### src/rtl/renode_pkg.sv
// Shared types for the Renode co-simulation bus stages: access sizes, AXI responses
// and the AXI4-Lite manager state encoding, plus small lane/size helpers.
package renode_pkg;

  typedef enum logic [1:0] {
    Byte       = 2'd0,
    Word       = 2'd1,
    DoubleWord = 2'd2,
    QuadWord   = 2'd3
  } valid_bits_e;

  typedef enum logic [1:0] {
    OKAY   = 2'b00,
    EXOKAY = 2'b01,
    SLVERR = 2'b10,
    DECERR = 2'b11
  } axi_resp_e;

  typedef enum logic [2:0] {
    IDLE,
    WADDR_DATA,
    WRESP,
    RADDR,
    RDATA,
    RESPOND,
    DRAIN
  } axil_manager_state_e;

  function automatic int unsigned size_bytes(input valid_bits_e s);
    return 32'd1 << s;
  endfunction

  // Byte-lane strobe pattern for an access starting at lane 0.
  function automatic logic [7:0] lane_mask(input valid_bits_e s);
    case (s)
      Byte:       return 8'h01;
      Word:       return 8'h03;
      DoubleWord: return 8'h0F;
      default:    return 8'hFF;
    endcase
  endfunction

  function automatic logic [63:0] size_mask(input valid_bits_e s);
    case (s)
      Byte:       return 64'h0000_0000_0000_00FF;
      Word:       return 64'h0000_0000_0000_FFFF;
      DoubleWord: return 64'h0000_0000_FFFF_FFFF;
      default:    return 64'hFFFF_FFFF_FFFF_FFFF;
    endcase
  endfunction

endpackage

### src/rtl/renode_timeout_counter.sv
// Per-access watchdog: start on request accept, clear when the access leaves the AXI
// phases. expired rises so that the forced response lands TimeoutCycles after accept.
module renode_timeout_counter #(
  parameter int TimeoutCycles = 100
) (
  input  logic clk,
  input  logic rst,
  input  logic start,
  input  logic clear,
  output logic expired
);

  localparam int CntW = (TimeoutCycles < 2) ? 1 : $clog2(TimeoutCycles + 1);
  // One cycle is consumed registering the response, so fire one count early.
  localparam logic [CntW-1:0] Limit = CntW'((TimeoutCycles > 0) ? TimeoutCycles - 1 : 0);

  logic [CntW-1:0] cnt;
  logic            running;

  assign expired = (TimeoutCycles != 0) && running && (cnt >= Limit);

  always_ff @(posedge clk) begin
    if (rst || clear) begin
      cnt     <= '0;
      running <= 1'b0;
    end else if (start) begin
      cnt     <= CntW'(1);
      running <= 1'b1;
    end else if (running && !expired) begin
      cnt <= cnt + 1'b1;
    end
  end

endmodule

### src/rtl/renode_axi_lite_manager.sv
// Executes one Renode bus access at a time as an AXI4-Lite transaction, with a per-access
// timeout. Define RENODE_AXI_ALIGNMENT_CHECK_EN to reject accesses not aligned to their size.
module renode_axi_lite_manager
  import renode_pkg::*;
#(
  parameter int AddressWidth  = 20,
  parameter int DataWidth     = 32,
  parameter int TimeoutCycles = 100
) (
  input  logic                     clk,
  input  logic                     rst,
  input  logic                     req_valid,
  output logic                     req_ready,
  input  logic                     req_write,
  input  logic [1:0]               req_size,
  input  logic [AddressWidth-1:0]  req_address,
  input  logic [63:0]              req_wdata,
  output logic                     rsp_valid,
  output logic                     rsp_error,
  output logic [63:0]              rsp_rdata,
  output logic [AddressWidth-1:0]  m_axi_awaddr,
  output logic                     m_axi_awvalid,
  input  logic                     m_axi_awready,
  output logic [DataWidth-1:0]     m_axi_wdata,
  output logic [DataWidth/8-1:0]   m_axi_wstrb,
  output logic                     m_axi_wvalid,
  input  logic                     m_axi_wready,
  input  logic [1:0]               m_axi_bresp,
  input  logic                     m_axi_bvalid,
  output logic                     m_axi_bready,
  output logic [AddressWidth-1:0]  m_axi_araddr,
  output logic                     m_axi_arvalid,
  input  logic                     m_axi_arready,
  input  logic [DataWidth-1:0]     m_axi_rdata,
  input  logic [1:0]               m_axi_rresp,
  input  logic                     m_axi_rvalid,
  output logic                     m_axi_rready
);

  localparam int Lanes = DataWidth / 8;
  localparam int OffW  = $clog2(Lanes);

  axil_manager_state_e state, state_n;

  logic                    write_q;
  valid_bits_e             size_q;
  logic [AddressWidth-1:0] addr_q;
  logic [DataWidth-1:0]    wdata_q;
  logic                    aw_done, w_done, ar_done;
  logic                    rsp_fire, rsp_err_n;
  logic [63:0]             rsp_data_n;
  logic                    accept, illegal, expired;
  logic                    timer_start, timer_clear;
  logic [OffW-1:0]         req_off, off_q;
  logic [63:0]             rd_lane;

  assign req_off = req_address[OffW-1:0];
  assign off_q   = addr_q[OffW-1:0];
  assign accept  = req_valid && req_ready;

  // Anything that would need a second beat is rejected before touching the bus.
  always_comb begin
    illegal = (size_bytes(valid_bits_e'(req_size)) + 32'(req_off)) > 32'(Lanes);
`ifdef RENODE_AXI_ALIGNMENT_CHECK_EN
    if ((32'(req_address[2:0]) & (size_bytes(valid_bits_e'(req_size)) - 32'd1)) != 32'd0)
      illegal = 1'b1;
`endif
  end

  assign m_axi_awaddr = addr_q;
  assign m_axi_araddr = addr_q;
  assign m_axi_wdata  = wdata_q << {off_q, 3'b000};
  assign m_axi_wstrb  = Lanes'(lane_mask(size_q)) << off_q;
  assign rd_lane      = (64'(m_axi_rdata) >> {off_q, 3'b000}) & size_mask(size_q);

  assign timer_start = accept && !illegal;
  assign timer_clear = (state_n == IDLE) || (state_n == RESPOND) || (state_n == DRAIN);

  renode_timeout_counter #(.TimeoutCycles(TimeoutCycles)) u_timer (
    .clk     (clk),
    .rst     (rst),
    .start   (timer_start),
    .clear   (timer_clear),
    .expired (expired)
  );

  always_comb begin
    state_n       = state;
    req_ready     = 1'b0;
    m_axi_awvalid = 1'b0;
    m_axi_wvalid  = 1'b0;
    m_axi_bready  = 1'b0;
    m_axi_arvalid = 1'b0;
    m_axi_rready  = 1'b0;
    rsp_fire      = 1'b0;
    rsp_err_n     = 1'b0;
    rsp_data_n    = '0;
    unique case (state)
      IDLE: begin
        req_ready = 1'b1;
        if (req_valid) begin
          if (illegal) begin
            state_n   = RESPOND;
            rsp_fire  = 1'b1;
            rsp_err_n = 1'b1;
          end else begin
            state_n = req_write ? WADDR_DATA : RADDR;
          end
        end
      end
      WADDR_DATA: begin
        m_axi_awvalid = !aw_done;
        m_axi_wvalid  = !w_done;
        if (expired) begin
          state_n   = DRAIN;
          rsp_fire  = 1'b1;
          rsp_err_n = 1'b1;
        end else if ((aw_done || m_axi_awready) && (w_done || m_axi_wready)) begin
          state_n = WRESP;
        end
      end
      WRESP: begin
        m_axi_bready = 1'b1;
        // A response arriving on the expiry cycle still wins over the timeout.
        if (m_axi_bvalid) begin
          state_n   = RESPOND;
          rsp_fire  = 1'b1;
          rsp_err_n = axi_resp_e'(m_axi_bresp) != OKAY;
        end else if (expired) begin
          state_n   = DRAIN;
          rsp_fire  = 1'b1;
          rsp_err_n = 1'b1;
        end
      end
      RADDR: begin
        m_axi_arvalid = 1'b1;
        if (expired) begin
          state_n   = DRAIN;
          rsp_fire  = 1'b1;
          rsp_err_n = 1'b1;
        end else if (m_axi_arready) begin
          state_n = RDATA;
        end
      end
      RDATA: begin
        m_axi_rready = 1'b1;
        if (m_axi_rvalid) begin
          state_n    = RESPOND;
          rsp_fire   = 1'b1;
          rsp_err_n  = axi_resp_e'(m_axi_rresp) != OKAY;
          rsp_data_n = rsp_err_n ? 64'd0 : rd_lane;
        end else if (expired) begin
          state_n   = DRAIN;
          rsp_fire  = 1'b1;
          rsp_err_n = 1'b1;
        end
      end
      RESPOND: state_n = IDLE;
      DRAIN: begin
        // Valids already raised must complete; the late response is swallowed.
        if (write_q) begin
          m_axi_awvalid = !aw_done;
          m_axi_wvalid  = !w_done;
          m_axi_bready  = aw_done && w_done;
          if (m_axi_bvalid && m_axi_bready) state_n = IDLE;
        end else begin
          m_axi_arvalid = !ar_done;
          m_axi_rready  = ar_done;
          if (m_axi_rvalid && m_axi_rready) state_n = IDLE;
        end
      end
      default: state_n = IDLE;
    endcase
  end

  always_ff @(posedge clk) begin
    if (rst) begin
      state     <= IDLE;
      write_q   <= 1'b0;
      size_q    <= Byte;
      addr_q    <= '0;
      wdata_q   <= '0;
      aw_done   <= 1'b0;
      w_done    <= 1'b0;
      ar_done   <= 1'b0;
      rsp_valid <= 1'b0;
      rsp_error <= 1'b0;
      rsp_rdata <= '0;
    end else begin
      state     <= state_n;
      rsp_valid <= rsp_fire;
      rsp_error <= rsp_fire && rsp_err_n;
      rsp_rdata <= rsp_fire ? rsp_data_n : 64'd0;
      if (accept) begin
        write_q <= req_write;
        size_q  <= valid_bits_e'(req_size);
        addr_q  <= req_address;
        wdata_q <= req_wdata[DataWidth-1:0];
        aw_done <= 1'b0;
        w_done  <= 1'b0;
        ar_done <= 1'b0;
      end else begin
        aw_done <= aw_done || (m_axi_awvalid && m_axi_awready);
        w_done  <= w_done  || (m_axi_wvalid  && m_axi_wready);
        ar_done <= ar_done || (m_axi_arvalid && m_axi_arready);
      end
    end
  end

endmodule

### config.mk
export PLATFORM = sky130hd
export DESIGN_NAME = renode_axi_lite_manager
export DESIGN_NICKNAME = d
export VERILOG_FILES = /design/src/rtl/renode_pkg.sv /design/src/rtl/renode_timeout_counter.sv /design/src/rtl/renode_axi_lite_manager.sv
export SDC_FILE = /design/constraint.sdc
export NUM_CORES = 1
export LEC_CHECK = 0
export ABC_AREA = 1
export BUFFER_PORTS_ARGS = -buffer_cell sky130_fd_sc_hd__buf_2
export CAP_MARGIN = 20
export CORE_MARGIN = 4
export CORE_UTILIZATION = 41
export CTS_CLUSTER_SIZE = 8
export DETAILED_ROUTE_END_ITERATION = 8
export GPL_ROUTABILITY_DRIVEN = 0
export PLACE_DENSITY = 0.77
export SLEW_MARGIN = 10
export SYNTH_ARGS = -nofsm -noshare
export SYNTH_HDL_FRONTEND = slang
export SYNTH_SLANG_ARGS = --single-unit
### constraint.sdc
create_clock -name clk -period 2.1 [get_ports clk]
set_clock_uncertainty 0.15 [all_clocks]
set_input_delay 0.42 -clock clk [delete_from_list [all_inputs] [get_ports clk]]
set_output_delay 0.42 -clock clk [all_outputs]
set_load 0.05 [all_outputs]
== After elaboration in Yosys (flattened, before gate mapping) ==
Index checks and enable logic that the tools add are counted.

* Register bits after elaboration: 135
* Input bits: 131
* Output and inout port bits: 148
* Word-level logic and storage cells: 108

* $add $sub $neg: 2
* $lt $le $gt $ge: 2
* Eq/ne operators: 9
* Shift operators: 4
* Muxes and demuxes: 38
* Bitwise operators: 4
* Reduce and logical (&&, ||, !) cells: 35

{| class="wikitable"
|+ Operators with widths
! operator !! number
|-
| one-hot mux 64 bit (3 select lines) || 1
|-
| AND 64 bit || 1
|-
| >> shifter 32 x 5 -> 64 bit || 1
|-
| two-way mux 3 bit || 12
|-
| adder 32 x 2 -> 32 bit || 1
|-
| > comparator 32 x 3 -> 1 bit (second input constant) || 1
|-
| left shift 1 x 2 -> 32 bit (first input constant) || 1
|-
| left shift 32 x 5 -> 32 bit || 1
|-
| one-hot mux 3 bit (6 select lines) || 1
|-
| two-way mux 1 bit || 15
|-
| == test 3 bit (second input constant) || 4
|-
| logical AND 1 bit || 12
|-
| one-hot mux 4 bit (3 select lines) || 1
|-
| one-hot mux 1 bit (2 select lines) || 5
|-
| logical OR 1 bit || 8
|-
| one-hot mux 1 bit (4 select lines) || 2
|-
| adder 7 x 1 -> 7 bit (second input constant) || 1
|-
| greater-or-equal comparator 7 bit (second input constant) || 1
|-
| == test 3 x 2 -> 1 bit (second input constant) || 2
|-
| logical NOT 3 bit || 2
|-
| nonzero test 2 bit || 3
|-
| OR reduction 2 bit || 3
|-
| logical NOT 1 bit || 5
|-
| OR reduction 5 bit || 1
|-
| other kinds (7) || 9
|}

== Logic depth before layout (Yosys ltp) ==
Gate-level depths: netlist of run 1.

* Word-level depth: 11
* Depth in mapped cells: 18

== Cells and area by module ==
A second synthesis of run 1 with hierarchy kept.

* Cells, all modules: 756
* Area total of the unflattened synthesis: 5323.9 sq um

{| class="wikitable"
|+ Modules (own cells, without submodules)
! module !! times used !! cells each !! area an instance (sq um) !! sequential area each (sq um)
|-
| renode_axi_lite_manager || 1 || 693 || 4897.2 || 1901.8
|-
| renode_timeout_counter || 1 || 63 || 426.7 || 160.2
|}

== Worst setup path after synthesis of run 1 ==
Ideal clock, no wire load.

* Path kind: flip-flop to output port
* From: reg addr_q[0], in the netlist m_axi_araddr[0]
* To: out m_axi_wstrb[2]
* Arrival time: 2.478 ns
* Path slack: -0.948 ns
* Cell stages (with the launch flop): 5
* Buffers on the path: 2
* Cells stage by stage: dfxtp_1 clkbuf_1 clkbuf_1 a21oi_1 o21ai_0

* Longest elaborated chain between the ends: 1

{| class="wikitable"
|+ Ends and longest elaborated chain
! item !! line !! source
|-
| from (decl) || renode_axi_lite_manager.sv:47 || <nowiki>logic [AddressWidth-1:0] addr_q;</nowiki>
|-
| from (signal assigned) || renode_axi_lite_manager.sv:197 || <nowiki>addr_q <= req_address;</nowiki>
|-
| left shift 4 x 2 -> 4 bit || renode_axi_lite_manager.sv:73 || <nowiki>assign m_axi_wstrb = Lanes'(lane_mask(size_q)) << off_q;</nowiki>
|-
| to (decl) || renode_axi_lite_manager.sv:25 || <nowiki>output logic [DataWidth/8-1:0] m_axi_wstrb,</nowiki>
|}

No other way between the ends.

== Worst setup path in the final report of run 1 ==
* From: reg addr_q[0], in the netlist m_axi_araddr[0]
* To: out m_axi_wstrb[3]

The elaborated chain is that of the path after synthesis.

==> summary.md, run 1 <==
| Metric | Value |
|---|---|
| Status | finished with violations |
| DR pass1 iterations | 6 |
| CP Capture Type | primary output |
| Largest net degree at the start of global routing | 65 |
| Top cells by count, synth | nor2_1 (125), nand2_1 (104), dfxtp_1 (103) |
| PortBufs | 214 |
| FP Rows | 40 |
| Yosys warnings | 0 |
| Max-cap violations | 0 |
| Layout area overhead | 52.6% |
| Pleak | 3.76 nW |
| Seq pwr share | 27.6% |
| Number of library cell types mapped by synthesis | 40 |
| Final cycle utilization of the critical path | 104% |
| Initial Util | 42.7% |
| Yosys reg bits | 103 |
| Root buffer cell | clkbuf_16 |
| Post-DP HPWL | 11,400 um |
| Placed Instances | 1,086 |
| Final nets | 1,105 |
| DR iter-0 viols | 386 |
| Initial antenna violation count | 1 |
| Max-slew violations | 0 |
| Vias per inst | 5.00 |
| Die Ht | 121 um |
| Hold Crit Class | primary input to flop |
| Power Total | 8.42 mW |
| GRT Residual Overflow | 0 |
| Final Hold Fails | 0 |
| Required time of the critical path | 1.53 ns |
| Synthesized netlist cell count | 733 |
| Critical-path maximum fanout | 6 |
| Top-count cell post-synth | nor2_1 |
| Area share of the largest cell type after synthesis | 39.5% |
| Clock power share | 20.4% |
| Total CTS buffers | 9 |
| Failing checks | setup timing |
| Power per cell area | 1060 mW/mm2 |
| Residual DRC | 0 |
| Post-synthesis average cell area | 7.12 um2 |
| Die W | 121 um |
| Fin util | 65.2% |
| Post-Syn Area | 0.00522 mm2 |
| GR peak layer | met2 |
| Maximum root-to-sink buffer count | 2 |
| Total Routing Usage GR | 20.9% |
| Vias | 5,722 |
| Met1 usage | 26.7% |
| IO Pins | 279 |
| Die area | 0.0146 mm2 |
| Share of layout cells above drive strength 1 | 43.4% |
| Final setup violation count | 45 |
| Net Sw Frac | 45.9% |
| Setup ws final | -0.0932 ns |
| Sw power | 3.86 mW |
| Final critical-path required period | 2.19 ns |
| # clock sinks | 103 |
| Met3 GRT Util | 5.71% |
| Int Pwr | 4.56 mW |
| WS Path Type | flop to primary output |
| Number of global-route vias before repair | 5,063 |
| IR drop worst, VDD | 0.000607 V |
| Sequential share of the synthesized area | 39.5% |
| First-pass GRT wire length | 24,700 um |
| Post-Route Setup TNS | -1.23 ns |
| Leading area contributor after synthesis | dfxtp_1 |
| Core area | 0.0122 mm2 |
| Synth Flop Type | dfxtp_1 |
| Post-route insts no fill | 1,144 |
| CTS tree | yes |
| CP startpoint kind | flop |
| Met2 Use GR | 34.2% |
| RSZ-0062 raised after global routing | yes |
| Worst path arrival time | 1.62 ns |
| CTS H-tree depth | 3 |
| CTS clk-pin slew, worst paths | 0.07 ns |
| F_max | 456 MHz |
| Routed len/inst | 15.1 um |
| Worst-Skew Late Latency | 0.35 ns |
| Routed Antenna Nets | 0 |
| Hold-fix buffers, CTS | 0 |
| Combinational share of power | 52.0% |
| Ys async rst share | 0% |
| DRT Wirelength | 17,300 um |
| Number of enable flip-flop cells after synthesis | 0 |
| Top cells by area, synth | dfxtp_1 (40%), o21ai_0 (9.6%), nor2_1 (9.0%) |
## worst paths after layout
path	cells after the start	from	slack, ns	endpoint
setup / recovery	6	m_axi_araddr[0]	-0.09	m_axi_wstrb[3]
hold / removal	3	req_wdata[30]	0.14	wdata_q[30]
setup reg to reg	12	state[2]	0.02	rsp_rdata[19]
hold reg to reg	2	wdata_q[18]	0.32	wdata_q[18]
## routing by layer
metal,vias up,share of wire [%]
met1,2647,40
met2,264,51
met3,31,7.6
li1,2780,-
met5,-,0
met4,0,2.0
## worst max-delay path, cell delays in order, from the launching register on
cell and delay (ns):
dfxtp_4 0.40, clkinvlp_4 0.16, buf_6 0.17, buf_4 0.13, buf_8 0.11, a22oi_2 0.12, buf_6 0.18
## power by group through the flow
| stage | combinational (mW) | clock (mW) | sequential (mW) |
|---|---|---|---|
| 4_1_cts | 3.95 | 1.75 | 2.30 |
| 3_5_place_dp | 3.60 | 0 | 2.35 |
| 5_1_grt | 4.63 | 1.85 | 2.35 |
| 2_1_floorplan | 2.67 | 0 | 2.56 |
| 3_3_place_gp | 3.58 | 0 | 2.35 |
| 6_report | 4.38 | 1.72 | 2.32 |
## final cells by class
type | instances | area [um2]
fill | 1018 | 4250
multi-input combinational | 506 | 3070
sequential | 103 | 2080
timing repair buffer | 285 | 2030
inverter | 65 | 263
clock buffer | 9 | 225
tap | 168 | 210
clock inverter | 7 | 77.6
antenna | 1 | 2.50
## registers in the layout, summed over array words and instances (netlist names)
signal,cells
rsp_valid,1
rsp_error,1
size_q,2
aw_done,1
wdata_q,32
m_axi_araddr,20
write_q,1
u_timer.running,1
w_done,1
rsp_rdata,32
ar_done,1
state,3
u_timer.cnt,7
## through the flow
step / hold WS (ns) / setup slack [ns] / cell area (um2)
after global placement: 0.302 / -0.391 / 6750
after detailed placement: 0.305 / -0.477 / 6750
after global routing: 0.136 / -0.193 / 7960
after floorplan: 0.286 / -0.147 / 5760
after CTS: 0.133 / -0.0846 / 7460
final: 0.143 / -0.0932 / 7960
## cells by family (layout without fill, tap and decap cells)
group	Yosys count	in the layout	synth area share, %
AOI/OAI and AO/OA	178	178	18.0
adders and majority gates	4	4	1.10
and+or+nand+nor	286	287	25.1
xor gates and xnor gates	4	4	0.671
muxes	1	1	0.192
buffers and inverters	156	366	15.3
DFF	103	103	39.5
other	1	33	0.0718
## cells in the final DEF (no fill, tap or decap), types with 32 or more instances in the layout
| cell | instances |
|---|---|
| nand2_1 | 99 |
| inv_1 | 52 |
| buf_4 | 59 |
| a21oi_1 | 40 |
| o21ai_0 | 74 |
| buf_6 | 33 |
| conb_1 | 32 |
| dfxtp_1 | 97 |
| buf_2 | 174 |
| nor2_1 | 93 |
## repair_timing
item / 4_1_cts / 5_1_grt
pin swaps: 6 / 13
hold endpoints to repair: 0 / 0
buffers inserted: 23 / 12
endpoints found under the setup margin: 75 / 80
resized for setup: 81 / 95
cloned: 0 / 6
Note: power is estimated with default switching activity, not from simulation.
==> run 2: changes to the inputs <==
- RECOVER_POWER: unset -> 100
==> run 2 against run 1 <==
The flow still finishes with violations (setup timing). Worst hold slack better by 0.00060 ns. Clock-buffer cell count stayed put. Core utilization is 1.0 points lower. Worst setup slack better by 0.0032 ns. Clock power hardly changed. Total power is 0.84% lower. Die area stayed put. Via count is 0.31% lower. Non-clock buffer count stayed put.
==> summary.md, run 2 (synthesis gave the netlist of run 1 again) <==
| Metric | Value |
|---|---|
| CP Capture Type | primary output |
| Final nets | 1,105 (unchanged) |
| IR drop worst, VDD | 0.000579 V (-4.8%) |
| Worst-Margin Slew | 0.663 ns |
| Pleak | 3.46 nW (-8.1%) |
| Setup ws final | -0.0901 ns (+0.00316 ns) |
| FP Rows | 40 (unchanged) |
| Slew HR | 56.0% |
| Worst path arrival time | 1.62 ns (about the same) |
| Max-cap violations | 0 (unchanged) |
| GRT Residual Overflow | 0 (unchanged) |
| Reg-to-Reg Start | state[2] |
| WS Path Type | flop to primary output |
| Most frequent cells in the layout | nand2_1 (99), buf_2 (99), dfxtp_1 (97) |
| First-pass GRT wire length | 24,700 um (unchanged) |
| CTS H-tree depth | 3 (unchanged) |
| Top delay family on crit path | buffers and inverters |
| Worst-Skew Late Latency | 0.35 ns (about the same) |
| CP bufs+invs | 5 (unchanged) |
| Largest net degree at the start of global routing | 65 (unchanged) |
| Reg2reg setup slack | 0.02 ns (about the same) |
| Crit path cell chain | clkinvlp_4 -> buf_6 -> buf_4 -> buf_8 -> a22oi_2 -> buf_6 |
| PortBufs | 214 (unchanged) |
| Root buffer cell | clkbuf_16 |
| Worst path slowest cell | dfxtp_4 |
| Hold_ws | 0.144 ns (+0.000602 ns) |
| Die area | 0.0146 mm2 (unchanged) |
| Max-slew violations | 0 (unchanged) |
| Hold-fix buffers, CTS | 0 (unchanged) |
| Die W | 121 um (unchanged) |
| DRT Wirelength | 17,300 um (-0.19%) |
| Vias | 5,704 (-0.31%) |
| CP startpoint kind | flop |
| Number of global-route vias before repair | 5,063 (unchanged) |
| Post-DP HPWL | 11,400 um (unchanged) |
| Residual DRC | 0 (unchanged) |
| Power Total | 8.35 mW (-0.84%) |
| Share of layout cells above drive strength 1 | 35.9% (-7.5 points) |
| Total Routing Usage GR | 20.9% (unchanged) |
| CTS clk-pin slew, worst paths | 0.07 ns (about the same) |
| Fill cells | 1,068 (+4.9%) |
| CTS tree | yes |
| Worst stage delay on the critical path | 0.40 ns (about the same) |
| Initial antenna violation count | 1 (unchanged) |
| DP Worst Slack | -0.477 ns (unchanged) |
| DR iter-0 viols | 414 (+7.3%) |
| Failing checks | setup timing |
| Worst R2R End | rsp_rdata[19] |
| F_max | 457 MHz (+0.14%) |
| Cells on worst reg2reg path | 12 (unchanged) |
| Final Hold Fails | 0 (unchanged) |
| Most frequent cell on the critical path | buf_6 |
| Hold Crit Depth | 3 (unchanged) |
| Initial Util | 42.7% (unchanged) |
| Final setup violation count | 43 (-4.4%) |
| Routed len/inst | 15.1 um (-0.19%) |
| Final cycle utilization of the critical path | 104% (-0.15 points) |
| Power per cell area | 1060 mW/mm2 (+0.74%) |
| Total CTS buffers | 9 (unchanged) |
| Die Ht | 121 um (unchanged) |
| # clock sinks | 103 (unchanged) |
| Critical Path Source | m_axi_araddr[0] |
| Critical-path maximum fanout | 6 (unchanged) |
| Status | finished with violations |
| Final critical-path required period | 2.19 ns (-0.00316 ns) |
| Hold path startpoint | req_address[5] |
| Layout area overhead | 50.2% |
| Core area | 0.0122 mm2 (unchanged) |
| Maximum root-to-sink buffer count | 2 (unchanged) |
| Required time of the critical path | 1.53 ns (about the same) |
| WHS Endpoint | m_axi_araddr[5] |
| Routed Antenna Nets | 0 (unchanged) |
| Hold Crit Class | primary input to flop |
| IO Pins | 279 (unchanged) |
| RSZ-0062 raised after global routing | yes |
| DR pass1 iterations | 7 (+1) |
| Vias per inst | 4.99 (-0.31%) |
-- run 2: cell count changes in the layout (fill, tap and decap cells not counted), sizes merged --
| cell | previous run | this run |
|---|---|---|
| clkbuf | 14 | 95 |
| buf | 280 | 199 |
-- run 2: how the worst max path moves through the flow --
stage	slack, ns	cells after the start	endpoint
3_5_place_dp	-0.48	17	u_timer.cnt[5]
4_1_cts	-0.08	6	m_axi_wdata[25]
5_1_grt	-0.19	19	u_timer.cnt[6]
3_3_place_gp	-0.39	17	rsp_rdata[10]
6_report	-0.09	6	m_axi_wstrb[3]
2_1_floorplan	-0.15	4	m_axi_wdata[0]
-- run 2: repair_timing --
action	in CTS	in global routing
pin swaps	6	13
gates resized for setup	81	95
setup endpoints to repair	75	80
buffers inserted	23	12
cloned	0	6
-- run 2: through the flow --
| stage | std cells | TNS (ns) | area (um2) | util, % |
|---|---|---|---|---|
| 2_1_floorplan | 764 | -5.39 | 5760 | - |
| 3_3_place_gp | 1086 | -14.45 | 6750 | 55.3 |
| 3_5_place_dp | 1086 | -17.62 | 6750 | 55.3 |
| 4_1_cts | 1125 | -0.617 | 7460 | 61.1 |
| 5_1_grt | 1144 | -7.87 | 7840 | 64.2 |
| 6_report | 1144 | -1.22 | 7840 | 64.2 |
-- run 2: area by class of cell --
type / instances / area [um2] / share of cell area, %
multi-input cells: 506 / 3070 / 39.1
flip-flops and latches: 103 / 2080 / 26.5
repair buffers: 285 / 1910 / 24.4
inverters: 65 / 263 / 3.35
diodes: 1 / 2.50 / 0.0319
clock buffers: 9 / 225 / 2.87
well taps: 168 / 210 / 2.68
clock inverters: 7 / 77.6 / 0.990
-- run 2: worst reg2reg max path: stages (launching register included) --
cell and delay, ns:
dfxtp_4 0.37, nor2_4 0.12, inv_2 0.06, buf_4 0.13, buf_4 0.12, buf_4 0.12
buf_4 0.12, o21ai_2 0.16, a21oi_2 0.06, nor2_4 0.10, nand4_4 0.13, buf_12 0.20
nor3b_2 0.16
-- run 2: layer usage --
metal | GRT usage [%] | up-vias | part of all wire (%)
met3 | 5.71 | 25 | 7.6
met2 | 34.2 | 253 | 51
met1 | 26.7 | 2641 | 40
li1 | - | 2785 | -
met5 | 0 | - | 0
met4 | 6.87 | 0 | 1.9
-- run 2: where the power goes --
part | leakage, nW | total (mW) | switching, mW | internal (mW)
Clock | 0.152 | 1.72 | 0.776 | 0.940
Sequential | 0.846 | 2.33 | 0.160 | 2.17
Combinational | 2.46 | 4.30 | 2.91 | 1.39
Total | 3.46 | 8.35 | 3.85 | 4.49
==> run 3: changes to the inputs <==
- CORE_UTILIZATION: 41 -> 45
- CTS_CLUSTER_DIAMETER: unset -> 200
- PLACE_DENSITY: 0.77 -> 0.8
- clock period: 2.1 -> 2.25 ns (I/O delays scaled with it)
==> run 3 against run 2 <==
The flow still finishes with violations (setup timing). Clock-buffer cell count increased by 2. Combinational power decreased by 19%. Clock power decreased by 3%. Critical path type is now primary input to flop. Global-route usage increased by 0.17 points. Via count decreased by 5.4%. Sequential cell count is the same. Core utilization decreased by 0.91 points. Total power down 13%. Cell count fell by 4.5%. Worst hold slack gained 0.036 ns. First-iteration DRC count rose by 3.9%. Worst setup slack improved by 0.041 ns.
==> summary.md, run 3 (synthesis gave the netlist of run 1 again) <==
| Metric | Value |
|---|---|
| Routed Antenna Nets | 0 (unchanged) |
| Root buffer cell | clkbuf_16 |
| # clock sinks | 103 (unchanged) |
| Final setup violation count | 8 (-81%) |
| Vias per inst | 4.94 (-0.91%) |
| IR drop worst, VDD | 0.000739 V (+28%) |
| Die Ht | 116 um (-4.2%) |
| Reg-to-Reg Start | u_timer.cnt[0] |
| Vias | 5,395 (-5.4%) |
| Worst path arrival time | 2.43 ns (+0.81 ns) |
| Most frequent cells in the layout | buf_2 (121), nand2_1 (100), dfxtp_1 (99) |
| Largest net degree at the start of global routing | 63 (-3.1%) |
| Area of the multi-input gates | 0.00292 mm2 (-4.9%) |
| Hold_ws | 0.180 ns (+0.0357 ns) |
| Flip-flop and latch area | 0.00207 mm2 (-0.24%) |
| Max-slew violations | 0 (unchanged) |
| Total CTS buffers | 9 (unchanged) |
| Fin util | 63.3% (-0.91 points) |
| Pleak | 3.23 nW (-6.6%) |
| Most common cell after layout, fill and taps aside | buf_2 |
| Routed len/inst | 14.0 um (-7.1%) |
| Max-cap violations | 0 (unchanged) |
| Power per cell area | 1010 mW/mm2 (-4.7%) |
| Worst stage delay on the critical path | 0.52 ns (+0.12 ns) |
| Residual DRC | 0 (unchanged) |
| DRT Wirelength | 15,300 um (-11%) |
| Initial antenna violation count | 1 (unchanged) |
| Maximum root-to-sink buffer count | 2 (unchanged) |
| Final nets | 1,078 (-2.4%) |
| PortBufs | 214 (unchanged) |
| Initial Util | 45.9% (+3.2 points) |
| Hold-fix buffers, CTS | 0 (unchanged) |
| Hold path startpoint | req_wdata[31] |
| Failing checks | setup timing |
| Die W | 116 um (-4.2%) |
| F_max | 435 MHz |
| DR pass1 iterations | 5 (-2) |
| Layout area overhead | 37.8% |
| Worst path slowest cell | fa_2 |
| Critical Path Source | req_size[0] |
| CTS tree | yes |
| CP bufs+invs | 5 (unchanged) |
| Placed Area | 0.00666 mm2 (-1.4%) |
| Setup ws final | -0.0493 ns (+0.0408 ns) |
| Top delay family on crit path | simple AND/OR/NAND/NOR gates |
| GRT Residual Overflow | 0 (unchanged) |
| CP Capture Type | flop |
| CP startpoint kind | primary input |
| IO Pins | 279 (unchanged) |
| Most frequent cell on the critical path | nand2_2 |
| Critical-path maximum fanout | 3 (-3) |
| Final cycle utilization of the critical path | 102% |
| First-pass GRT wire length | 22,700 um (-8.1%) |
| Post-DP HPWL | 10,900 um (-4.9%) |
| Fill cells | 1,087 (+1.8%) |
| Number of global-route vias before repair | 4,688 (-7.4%) |
| Hold Crit Class | primary input to flop |
| Die area | 0.0134 mm2 (-8.3%) |
| Final Hold Fails | 0 (unchanged) |
| Share of layout cells above drive strength 1 | 33.5% (-2.4 points) |
| Required time of the critical path | 2.38 ns (+0.85 ns) |
| Core area | 0.0114 mm2 (-6.9%) |
| Slew HR | 56.8% (+0.85 points) |
| FP Rows | 39 (-2.5%) |
| Cell area after layout | 0.00719 mm2 (-8.2%) |
| Worst-Margin Slew | 0.650 ns (-0.0129 ns) |
| DP Worst Slack | -0.408 ns (+0.0682 ns) |
| RSZ-0062 raised after global routing | yes |
| Final critical-path required period | 2.30 ns |
| Crit path cell chain | buf_8 -> nor2_4 -> ha_4 -> inv_2 -> fa_2 -> nand2_2 -> nand2_2 -> nand2_2 -> nand2_2 -> inv_2 -> nor2_2 -> nand3_2 -> inv_2 -> o21ai_1 -> nand3_2 -> buf_6 -> nand2_4 -> nor2_2 |
| WS Path Type | primary input to flop |
| Worst-Skew Late Latency | 0.34 ns (about the same) |
| Status | finished with violations |
| CTS clk-pin slew, worst paths | 0.07 ns (about the same) |
| Total Routing Usage GR | 21.1% (+0.17 points) |
| DR iter-0 viols | 430 (+3.9%) |
| CTS H-tree depth | 3 (unchanged) |
run 3: where the power goes:
| group | total (mW) | switching, mW | internal (mW) |
|---|---|---|---|
| combinational | 3.47 | 2.53 | 0.942 |
| clock | 1.66 | 0.681 | 0.977 |
| sequential | 2.16 | 0.145 | 2.02 |
run 3: worst min-delay path: cells and delay by family:
family        cells  cell delay (ns)
simple gates      2             0.11
buf+inv           1             0.07
run 3: path summary, 6_finish.rpt:
path                                        end  slack [ns]  cells after the start
worst max-delay path            u_timer.running       -0.05                     18
worst min-delay path                wdata_q[31]        0.18                      3
worst max register to register   u_timer.cnt[0]        0.05                     13
worst min register to register      wdata_q[18]        0.31                      2
run 3: metal layers:
metal  vias to the layer above  global-route usage, %  share of wire [%]
met5                         -                      0                  0
met4                         0                   6.81                2.0
met3                        22                   3.45                6.8
met2                       219                   36.2                 49
met1                      2438                   27.2                 42
li1                       2716                      -                  -
run 3: area by class of cell:
class                           instances  area share (%)
Clock buffer                           11            3.23
Sequential cell                       103            28.8
Antenna cell                            1          0.0348
Multi-Input combinational cell        505            40.6
Tap cell                              143            2.49
Timing Repair Buffer                  258            20.1
Inverter                               65            3.50
Clock inverter                          5            1.13
Timing Repair inverter                  1           0.104
run 3: stage by stage:
stage                     total power, mW  TNS (ns)  cells
after floorplan                      4.78     -2.53    764
after global placement               5.42    -10.70   1062
after detailed placement             5.46    -13.36   1062
after CTS                            7.23   -0.0230   1088
after global routing                 7.66     -1.66   1092
final                                7.30    -0.207   1092
run 3: what timing repair did:
item                       4_1_cts  5_1_grt
gates cloned                     1        0
buffers inserted                 9        3
resized for setup               29       58
setup endpoints to repair       34       59
pin swaps                       10       16
